**src/rtl/pulse_param_loader_pkg.sv**
```systemverilog
// Shared constants for the pulse parameter loader: sync byte, register IDs,
// per-ID payload lengths, FSM state encoding and power-on defaults.
package pulse_param_loader_pkg;

  localparam logic [7:0] SYNC_BYTE = 8'hA5;

  localparam logic [7:0] ID_PER    = 8'h00;
  localparam logic [7:0] ID_NUT_W  = 8'h09;
  localparam logic [7:0] ID_PR_ATT = 8'h0A;
  localparam logic [7:0] ID_FLAGS  = 8'h0B;
  localparam logic [7:0] ID_APPLY  = 8'hFF;

  typedef logic [1:0] state_t;
  localparam state_t ST_IDLE = 2'd0;
  localparam state_t ST_ID   = 2'd1;
  localparam state_t ST_DATA = 2'd2;
  localparam state_t ST_CSUM = 2'd3;

  localparam logic [31:0] DEF_PER    = 32'd10000;
  localparam logic [7:0]  DEF_NUT_W  = 8'd0;
  localparam logic [6:0]  DEF_PR_ATT = 7'd0;
  localparam logic        DEF_CP     = 1'b1;
  localparam logic        DEF_BL     = 1'b0;

  function automatic logic id_known(input logic [7:0] id);
    return (id <= ID_FLAGS) || (id == ID_APPLY);
  endfunction

  function automatic logic [2:0] id_nbytes(input logic [7:0] id);
    case (id)
      ID_PER:                       return 3'd4;
      ID_NUT_W, ID_PR_ATT, ID_FLAGS: return 3'd1;
      ID_APPLY:                     return 3'd0;
      default:                      return 3'd2;
    endcase
  endfunction

  // 16-bit bank index 0..7 maps to IDs 0x01..0x08 (p1wid .. nut_d).
  function automatic logic [15:0] def16(input int unsigned idx);
    case (idx)
      0:       return 16'd20;
      1:       return 16'd200;
      2:       return 16'd40;
      default: return 16'd0;
    endcase
  endfunction

endpackage

```
**src/rtl/pulse_param_loader_uart_rx.sv**
```systemverilog
// 8N1 UART byte receiver: 2-flop synchronizer, mid-bit sampling, stop check.
// Emits a one-cycle rx_valid (good stop) or rx_ferr (stop low) per byte.
module uart_rx_byte #(
  parameter int CLK_FREQ = 12_000_000,
  parameter int BAUD     = 115200
) (
  input  logic       clk,
  input  logic       reset,
  input  logic       rxd,
  output logic [7:0] rx_data,
  output logic       rx_valid,
  output logic       rx_ferr
);

  localparam int BIT_CYC  = CLK_FREQ / BAUD;
  localparam int HALF_CYC = BIT_CYC / 2;
  localparam int CW       = $clog2(BIT_CYC);

  localparam logic [1:0] RX_IDLE  = 2'd0;
  localparam logic [1:0] RX_START = 2'd1;
  localparam logic [1:0] RX_DATA  = 2'd2;
  localparam logic [1:0] RX_STOP  = 2'd3;

  logic [1:0]    sync_q;
  logic          prev_q;
  logic [1:0]    st_q;
  logic [CW-1:0] cnt_q;
  logic [2:0]    bit_q;
  logic [7:0]    sh_q;
  logic          valid_q;
  logic          ferr_q;
  logic          rxs;
  logic          bit_end;

  assign rxs     = sync_q[1];
  assign bit_end = (cnt_q == CW'(BIT_CYC - 1));

  always_ff @(posedge clk) begin
    if (reset) begin
      sync_q  <= 2'b11;
      prev_q  <= 1'b1;
      st_q    <= RX_IDLE;
      cnt_q   <= '0;
      bit_q   <= '0;
      valid_q <= 1'b0;
      ferr_q  <= 1'b0;
    end else begin
      sync_q  <= {sync_q[0], rxd};
      prev_q  <= rxs;
      valid_q <= 1'b0;
      ferr_q  <= 1'b0;
      case (st_q)
        RX_IDLE: begin
          if (prev_q && !rxs) begin
            st_q  <= RX_START;
            cnt_q <= '0;
          end
        end
        RX_START: begin
          // Re-check the start bit at its centre to reject glitches.
          if (cnt_q == CW'(HALF_CYC - 1)) begin
            cnt_q <= '0;
            bit_q <= '0;
            st_q  <= rxs ? RX_IDLE : RX_DATA;
          end else begin
            cnt_q <= cnt_q + CW'(1);
          end
        end
        RX_DATA: begin
          if (bit_end) begin
            cnt_q <= '0;
            bit_q <= bit_q + 3'd1;
            if (bit_q == 3'd7) st_q <= RX_STOP;
          end else begin
            cnt_q <= cnt_q + CW'(1);
          end
        end
        default: begin
          if (bit_end) begin
            valid_q <= rxs;
            ferr_q  <= !rxs;
            cnt_q   <= '0;
            st_q    <= RX_IDLE;
          end else begin
            cnt_q <= cnt_q + CW'(1);
          end
        end
      endcase
    end
  end

  // Shift register holds the byte stable until the next byte's data bits.
  always_ff @(posedge clk) begin
    if (st_q == RX_DATA && bit_end) sh_q <= {rxs, sh_q[7:1]};
  end

  assign rx_data  = sh_q;
  assign rx_valid = valid_q;
  assign rx_ferr  = ferr_q;

endmodule

```
**src/rtl/pulse_param_loader.sv**
```systemverilog
// Serial pulse-parameter loader: UART packets fill shadow registers, apply
// copies all shadows to the live outputs at once. Define PARAM_CHECKSUM_EN to
// require a trailing XOR checksum byte on every packet.
module pulse_param_loader #(
  parameter int CLK_FREQ    = 12_000_000,
  parameter int BAUD        = 115200,
  parameter int TIMEOUT_CYC = 120000
) (
  input  logic        clk,
  input  logic        reset,
  input  logic        rxd,
  output logic [31:0] per,
  output logic [15:0] p1wid,
  output logic [15:0] del,
  output logic [15:0] p2wid,
  output logic [15:0] p1wid2,
  output logic [15:0] del2,
  output logic [15:0] p2wid2,
  output logic [15:0] p1st2,
  output logic [15:0] nut_d,
  output logic [7:0]  nut_w,
  output logic [6:0]  pr_att,
  output logic        cp,
  output logic        bl,
  output logic        pkt_ok,
  output logic        pkt_err
);
  import pulse_param_loader_pkg::*;

  localparam int TW = $clog2(TIMEOUT_CYC + 1);

  logic [7:0]    rx_data;
  logic          rx_valid;
  logic          rx_ferr;

  state_t        state_q, state_d;
  logic [2:0]    cnt_q, cnt_d;
  logic [7:0]    id_q, id_d;
  logic [31:0]   asm_q, asm_d;
  logic [7:0]    csum_q, csum_d;
  logic [TW-1:0] timer_q, timer_d;
  logic          done, err;
  logic [7:0]    commit_id;
  logic [31:0]   commit_val;
  logic          pkt_ok_q, pkt_err_q;

  logic [31:0] sh_per_q, lv_per_q;
  logic [15:0] sh16_q [8];
  logic [15:0] lv16_q [8];
  logic [7:0]  sh_nut_w_q, lv_nut_w_q;
  logic [6:0]  sh_pr_att_q, lv_pr_att_q;
  logic        sh_cp_q, lv_cp_q, sh_bl_q, lv_bl_q;

  uart_rx_byte #(.CLK_FREQ(CLK_FREQ), .BAUD(BAUD)) u_rx (
    .clk(clk), .reset(reset), .rxd(rxd),
    .rx_data(rx_data), .rx_valid(rx_valid), .rx_ferr(rx_ferr)
  );

  always_comb begin
    state_d    = state_q;
    cnt_d      = cnt_q;
    id_d       = id_q;
    asm_d      = asm_q;
    csum_d     = csum_q;
    done       = 1'b0;
    err        = 1'b0;
    commit_id  = id_q;
    commit_val = asm_q;
    case (state_q)
      ST_IDLE: if (rx_valid && rx_data == SYNC_BYTE) state_d = ST_ID;
      ST_ID: if (rx_valid) begin
        if (!id_known(rx_data)) begin
          err     = 1'b1;
          state_d = ST_IDLE;
        end else begin
          id_d   = rx_data;
          cnt_d  = id_nbytes(rx_data);
          csum_d = rx_data;
          asm_d  = '0;
          if (id_nbytes(rx_data) != 3'd0) begin
            state_d = ST_DATA;
          end else begin
`ifdef PARAM_CHECKSUM_EN
            state_d = ST_CSUM;
`else
            done      = 1'b1;
            commit_id = rx_data;
            state_d   = ST_IDLE;
`endif
          end
        end
      end
      ST_DATA: if (rx_valid) begin
        asm_d  = {asm_q[23:0], rx_data};
        csum_d = csum_q ^ rx_data;
        cnt_d  = cnt_q - 3'd1;
        if (cnt_q == 3'd1) begin
`ifdef PARAM_CHECKSUM_EN
          state_d = ST_CSUM;
`else
          done       = 1'b1;
          commit_val = asm_d;
          state_d    = ST_IDLE;
`endif
        end
      end
      default: if (rx_valid) begin
        if (rx_data == csum_q) done = 1'b1;
        else                   err  = 1'b1;
        state_d = ST_IDLE;
      end
    endcase
    // Framing errors and gaps abort a packet; a byte in the same cycle wins.
    if (state_q != ST_IDLE) begin
      if (rx_ferr) begin
        err     = 1'b1;
        state_d = ST_IDLE;
      end else if (!rx_valid && timer_q == TW'(TIMEOUT_CYC - 1)) begin
        err     = 1'b1;
        state_d = ST_IDLE;
      end
    end
    if (state_d == ST_IDLE || rx_valid || rx_ferr) timer_d = '0;
    else                                           timer_d = timer_q + TW'(1);
  end

  always_ff @(posedge clk) begin
    if (reset) begin
      state_q     <= ST_IDLE;
      cnt_q       <= '0;
      id_q        <= '0;
      asm_q       <= '0;
      csum_q      <= '0;
      timer_q     <= '0;
      pkt_ok_q    <= 1'b0;
      pkt_err_q   <= 1'b0;
      sh_per_q    <= DEF_PER;     lv_per_q    <= DEF_PER;
      sh_nut_w_q  <= DEF_NUT_W;   lv_nut_w_q  <= DEF_NUT_W;
      sh_pr_att_q <= DEF_PR_ATT;  lv_pr_att_q <= DEF_PR_ATT;
      sh_cp_q     <= DEF_CP;      lv_cp_q     <= DEF_CP;
      sh_bl_q     <= DEF_BL;      lv_bl_q     <= DEF_BL;
      for (int i = 0; i < 8; i++) begin
        sh16_q[i] <= def16(i);
        lv16_q[i] <= def16(i);
      end
    end else begin
      state_q   <= state_d;
      cnt_q     <= cnt_d;
      id_q      <= id_d;
      asm_q     <= asm_d;
      csum_q    <= csum_d;
      timer_q   <= timer_d;
      pkt_ok_q  <= done;
      pkt_err_q <= err;
      if (done) begin
        case (commit_id)
          ID_PER:    sh_per_q    <= commit_val;
          ID_NUT_W:  sh_nut_w_q  <= commit_val[7:0];
          ID_PR_ATT: sh_pr_att_q <= commit_val[6:0];
          ID_FLAGS: begin
            sh_cp_q <= commit_val[0];
            sh_bl_q <= commit_val[1];
          end
          ID_APPLY: begin
            lv_per_q    <= sh_per_q;
            lv16_q      <= sh16_q;
            lv_nut_w_q  <= sh_nut_w_q;
            lv_pr_att_q <= sh_pr_att_q;
            lv_cp_q     <= sh_cp_q;
            lv_bl_q     <= sh_bl_q;
          end
          default: sh16_q[commit_id[2:0] - 3'd1] <= commit_val[15:0];
        endcase
      end
    end
  end

  assign per     = lv_per_q;
  assign p1wid   = lv16_q[0];
  assign del     = lv16_q[1];
  assign p2wid   = lv16_q[2];
  assign p1wid2  = lv16_q[3];
  assign del2    = lv16_q[4];
  assign p2wid2  = lv16_q[5];
  assign p1st2   = lv16_q[6];
  assign nut_d   = lv16_q[7];
  assign nut_w   = lv_nut_w_q;
  assign pr_att  = lv_pr_att_q;
  assign cp      = lv_cp_q;
  assign bl      = lv_bl_q;
  assign pkt_ok  = pkt_ok_q;
  assign pkt_err = pkt_err_q;

endmodule

```
**config.mk**
```make
export PLATFORM = sky130hd
export DESIGN_NAME = pulse_param_loader
export DESIGN_NICKNAME = d
export VERILOG_FILES = /design/src/rtl/pulse_param_loader_pkg.sv /design/src/rtl/pulse_param_loader_uart_rx.sv /design/src/rtl/pulse_param_loader.sv
export SDC_FILE = /design/constraint.sdc
export NUM_CORES = 1
export LEC_CHECK = 0
export BUFFER_PORTS_ARGS = -buffer_cell sky130_fd_sc_hd__buf_2
export CAP_MARGIN = 20
export CORE_MARGIN = 2
export CORE_UTILIZATION = 55
export CTS_BUF_LIST = sky130_fd_sc_hd__clkbuf_2 sky130_fd_sc_hd__clkbuf_4 sky130_fd_sc_hd__clkbuf_8
export DETAILED_ROUTE_END_ITERATION = 6
export HOLD_SLACK_MARGIN = 0.08
export PLACE_DENSITY_LB_ADDON = 0.2
export SYNTH_ARGS = -nofsm -noshare
export SYNTH_HDL_FRONTEND = slang
export SYNTH_HIERARCHICAL = 1
export SYNTH_SLANG_ARGS = --single-unit
```
**constraint.sdc**
```tcl
create_clock -name clk -period 3.3 [get_ports clk]
set_clock_uncertainty 0.2 [all_clocks]
set_input_delay 0.495 -clock clk [delete_from_list [all_inputs] [get_ports clk]]
set_output_delay 0.495 -clock clk [all_outputs]
set_load 0.01 [all_outputs]
```
==> results of run 1 <==
power by group:
part           internal (mW)  switching, mW
registers               5.47        0.00930
clock network           2.80           2.16
logic                  0.134          0.183
total                   8.40           2.35
synth_stat cells, types with 9 or more instances:
library cell    n
a21oi_1        76
a31oi_1        11
buf_1          13
buf_2          21
buf_4          18
buf_6          11
clkbuf_1       80
dfxtp_1       443
ha_1           19
inv_1          15
mux2i_1       356
nand2_1        71
nand2b_1      314
nand3_1        66
nand3b_1        9
nand4_1        24
nor2_1         59
nor2b_1        11
nor3_1          9
o21ai_0        22
o31ai_1        13
or2_2          31
xnor2_1         9
xor2_1         17
timing repair:
action | CTS | global route
resized for setup | 0 | 3
hold endpoints to repair | 1 | 0
pin swaps | 0 | 3
hold buffers | 1 | 0
buffers inserted | 2 | 6
endpoints found under the setup margin | 32 | 128
final timing paths:
check | startpoint | end | slack, ns | cells past startpoint
worst min-delay path | reset | id_q[7] | 0.20 | 2
worst max-delay path | state_q[1] | sh16_q[86] | 0.13 | 14
worst max register to register | state_q[1] | sh16_q[86] | 0.13 | 14
worst min register to register | u_rx/sync_q[0] | u_rx/sync_q[1] | 0.21 | 1
final cells by class:
type                            count  area share [%]
Sequential cell                   451            41.2
Clock buffer                      119            6.62
Clock inverter                      7           0.243
Timing Repair Buffer              243            7.00
Multi-Input combinational cell   1234            42.1
Tap cell                          455            2.58
Inverter                           15           0.255
metrics by stage:
stage	util, %	setup WS [ns]
global route	64.1	-0.0271
finish	64.1	0.134
detailed placement	59.2	-0.0522
floorplan	-	0.0373
global placement	59.2	0.145
CTS	63.8	0.0209
cell families (layout without fill, tap and decap cells):
kind of cell	Yosys count	in the layout	share of synthesized area, %
xor gates and xnor gates	28	28	1.42
and+or+nand+nor	646	646	20.1
muxes	363	363	19.0
AOI/OAI and AO/OA	178	178	6.58
DFF	451	451	47.5
adders and majority gates	19	19	1.24
buffers and inverters	160	384	4.12
routing by layer:
layer | vias up | track usage [%] | part of all wire [%]
li1 | 6723 | - | -
met1 | 6639 | 32.7 | 47
met2 | 306 | 39.5 | 46
met3 | 84 | 4.20 | 3.8
met4 | 0 | 9.30 | 2.9
met5 | - | 0 | 0
critical path: stages, from the launching register on:
cell	delay [ns]
dfxtp_1	0.33
inv_1	0.11
ha_1	0.17
and2_1	0.15
nand3_1	0.14
nand2b_1	0.18
inv_1	0.10
ha_1	0.26
nor4b_4	0.32
nor4_2	0.11
a22oi_2	0.31
buf_4	0.20
nand4_4	0.11
buf_12	0.21
mux2i_1	0.12
sequential cells by signal, summed over array words and instances, names as in the netlist, 16 cells and up:
signal    count
asm_q        32
del          16
del2         16
nut_d        16
p1st2        16
p1wid        16
p1wid2       16
p2wid        16
p2wid2       16
per          32
sh16_q      128
sh_per_q     32
timer_q      17
cell usage in the layout (no fill, tap or decap), drive strengths merged, types with 12 or more instances in the layout:
cell     instances
nor2b           12
nor2            59
o31ai           14
buf            242
or2             32
ha              19
nand2b         315
a21oi           76
nand3           66
o21ai           24
nand2           72
inv             18
nand4           31
xor2            18
a2111oi         17
a31oi           13
mux2i          356
dfxtp          443
clkbuf         119
==> metrics, run 1 <==
Congestion Overflow GR 0; top cells by area, synth dfxtp_1, mux2i_1, nand2b_1; Core Box Area 0.0345 mm^2; Reg area 0.00911 mm^2; first-pass detailed-route iteration total 5; achievable frequency roughly 0.32 GHz; post-synth top area cell dfxtp_1; Rows 68; PortBufs 181; worst relative slew slack 42.2%; vias per cell 5.45; dpl cell area 0.0204 mm^2; area grow syn2layout 15.3%; WL/cell approximately 18 um; Tot Pwr 10.8 mW; worst path required time 3.57 ns; YS warnings 6; die height 191 um; Peak VDD IR 0.351 mV; critical path class reg -> reg; Slew Limit Fails 0; H-Tree Level Count 3; Hold Crit Class in -> reg; setup tns final 0 ns; Root Driver clkbuf_8; Die Area 0.0363 mm^2; first-pass GRT wire length slightly above 70000 um; CTS buffer count 74; antenna-violating nets left 0; placer congestion estimate 0.886; total vias in the final route 13800; CP Max Fanout 16; final setup fails 0; Worst-path clk slew around 0.06 ns; post-DP HPWL 29100 um; area taken by multi-input logic gates between 0.009 and 0.01 mm^2; ys async rst share 0%; Syn Area/Cell 10.4 um^2; standby leakage power 10.5 nW; Power Density 487 mW/mm^2; Final Cycle Share between 90% and 100%; Yosys cell types 81; Startpoint Class flip-flop; Crit path arrival time 3.44 ns; cell area after layout 0.0221 mm^2; hold_ws 0.198 ns; Worst setup EP type flip-flop; DRC errors left 0; nets@finish 2041; register area share after synthesis 47.5%; total clock sinks 451; largest net degree at the start of global routing between 100 and 150; run status completed; GRT Overall Usage about a quarter; Syn Std Cell Area between 0.015 and 0.02 mm^2; I/O pins 182; fillcell total 2849; Starting Density 55.6%; initial antenna violation count 0; final hold vios 0; post-route non-filler standard cell count 2524; die width around 190 um; clk buf depth 3; Post-Synthesis Cells approximately 1800; minimum clock period about 3.2 ns; Synth top area share 46.3%; Post-Place Cells ~2400; TritonCTS clock tree built; slew at the pin with the worst max-slew slack 0.864 ns; initial drt markers 904; antenna cells 0; synthesis-stage register bit count 451; drt total wl 44900 um; number of synthesized flops with an enable pin 8; clk_lat worst skew 0.62 ns; Syn Nets 1867; # Max-Cap Violations 0; vias in the first global route 13300; ys flop type dfxtp_1; share of layout cells above drive strength 1 22.1%
No activity file was read; power rests on OpenSTA's default activity.
==> run 2: changes to the inputs <==
Settings changed: CORE_UTILIZATION 55 to 45.
==> metrics, run 2 (synthesized netlist as in run 1, its figures left out) <==
Hold Crit Class in -> reg; final hold vios 0; TritonCTS clock tree built; standby leakage power ~10 nW; placer congestion estimate 0.829; worst path required time 3.57 ns; initial antenna violation count 0; Tot Pwr 10.7 mW; worst setup margin about 0.20 ns; pre-CTS setup slack 0.00502 ns; share of layout cells above drive strength 1 between 20% and 30%; post-DP HPWL 31000 um; clk buf depth 3; commonest non-fill, non-tap cell in the layout dfxtp_1; sequential share of power 51.0%; cell-by-cell trace of the critical path inv_1 -> ha_1 -> and2_1 -> nand3_1 -> nand2b_1 -> inv_1 -> ha_1 -> nor4b_2 -> nor4_2 -> a22oi_2 -> buf_4 -> nand4_4 -> buf_4 -> mux2i_1; Crit path arrival time 3.37 ns; most frequent cells in the layout dfxtp_1, mux2i_1, nand2b_1, buf_2, clkbuf_8; net switching power ~2.4 mW; CTS buffer count 76; worst relative slew slack 48.4%; Worst setup EP type flip-flop; total clock sinks 451; Startpoint Class flip-flop; first-pass detailed-route iteration total 5; Worst-path clk slew 0.05 ns; Core Box Area 0.0419 mm^2; run status completed; delay-heaviest family, CP simple AND/OR/NAND/NOR gates; Buffers & Inverters on Critical Path 4; Post-Place Cells 2480; die width 210 um; first-pass GRT wire length 73400 um; I/O pins around 180; Internal 8.30 mW; total vias in the final route 13600; critical path's largest stage delay 0.32 ns; Biggest register sh16_q; WL/cell 17.9 um; GRT Overall Usage approximately a fifth; nets@finish 2048; RSZ-0062 raised after global routing false; Peak VDD IR 0.264 mV; antenna-violating nets left 0; clk_lat worst skew around 0.65 ns; Die Area 0.0442 mm^2; clock share of power 46.0%; Final Cycle Share 93.9%; Critical-path top delay cell dfxtp_1; vias in the first global route between 10000 and 15000; setup tns final 0 ns; antenna cells 0; # Max-Cap Violations 0; H-Tree Level Count 3; Power Density 484 mW/mm^2; critical path class reg -> reg; initial drt markers a little over 800; area grow syn2layout 15.8%; Rows 75; Starting Density between 40% and 50%; Congestion Overflow GR 0; Slew Limit Fails 0; PortBufs 181; Final Util 52.9%; achievable frequency about 0.32 GHz; Net Sw Frac 22.7%; Largest register FFs approximately 130; largest net degree at the start of global routing 99; final setup fails 0; minimum clock period roughly 3.1 ns; die height 210 um; slew at the pin with the worst max-slew slack around 0.77 ns; post-route non-filler standard cell count between 2000 and 3000; Root Driver clkbuf_8; drt total wl 46800 um; CP Max Fanout 16; DRC errors left 0; combinational power share under 10%; vias per cell 5.21
## run 2: changes by cell type in the layout (fill, tap and decap cells not counted)
cell,before,now
and4_1,3,4
and4_4,1,0
buf_4,48,53
clkbuf_4,28,34
clkbuf_8,91,83
clkinv_1,0,1
clkinv_2,3,2
clkinvlp_4,1,2
inv_6,1,3
nor4b_2,1,2
nor4b_4,1,0
## run 2: path summary, 6_finish.rpt
| path | start | endpoint | slack, ns | cells past startpoint |
|---|---|---|---|---|
| max | state_q[1] | sh16_q[118] | 0.20 | 14 |
| min | reset | u_rx/bit_q[2] | 0.11 | 2 |
| max reg2reg | state_q[1] | sh16_q[118] | 0.20 | 14 |
| min reg2reg | u_rx/sync_q[0] | u_rx/sync_q[1] | 0.21 | 1 |
## run 2: what timing repair did
action,in CTS,in global routing
pin swaps,0,3
setup endpoints to repair,22,81
setup buffers,3,3
resized for setup,0,2
endpoints found under the hold margin,1,0
hold buffers,1,0
## run 2: metal layers
layer	up-vias	GRT usage [%]	wire [um]
met5	-	0	0
met4	0	6.14	875
met3	65	4.41	2130
met2	265	34.1	22000
met1	6537	27.6	21800
li1	6751	-	-
## run 2: cell type report
type                       count  area (um^2)
timing repair buffer         248         1580
inverter                      15         56.3
fill                        3785        19800
clock buffer                 117         1400
sequential                   451         9110
clock inverter                10         77.6
tap                          539          674
multi-input combinational   1234         9290
## run 2: metrics by stage
stage | hold WS [ns] | cell area [um^2]
after floorplan | 0.189 | 19200
after global placement | 0.194 | 20600
after detailed placement | 0.194 | 20600
after CTS | 0.0827 | 22100
after global routing | 0.118 | 22200
final | 0.106 | 22200
## run 2: power by group through the flow
stage	registers [mW]	clock network (mW)	logic, mW
CTS	5.48	5.06	0.318
global route	5.48	5.30	0.352
global placement	5.60	0	0.312
detailed placement	5.60	0	0.316
floorplan	5.59	0	0.255
finish	5.48	4.94	0.319
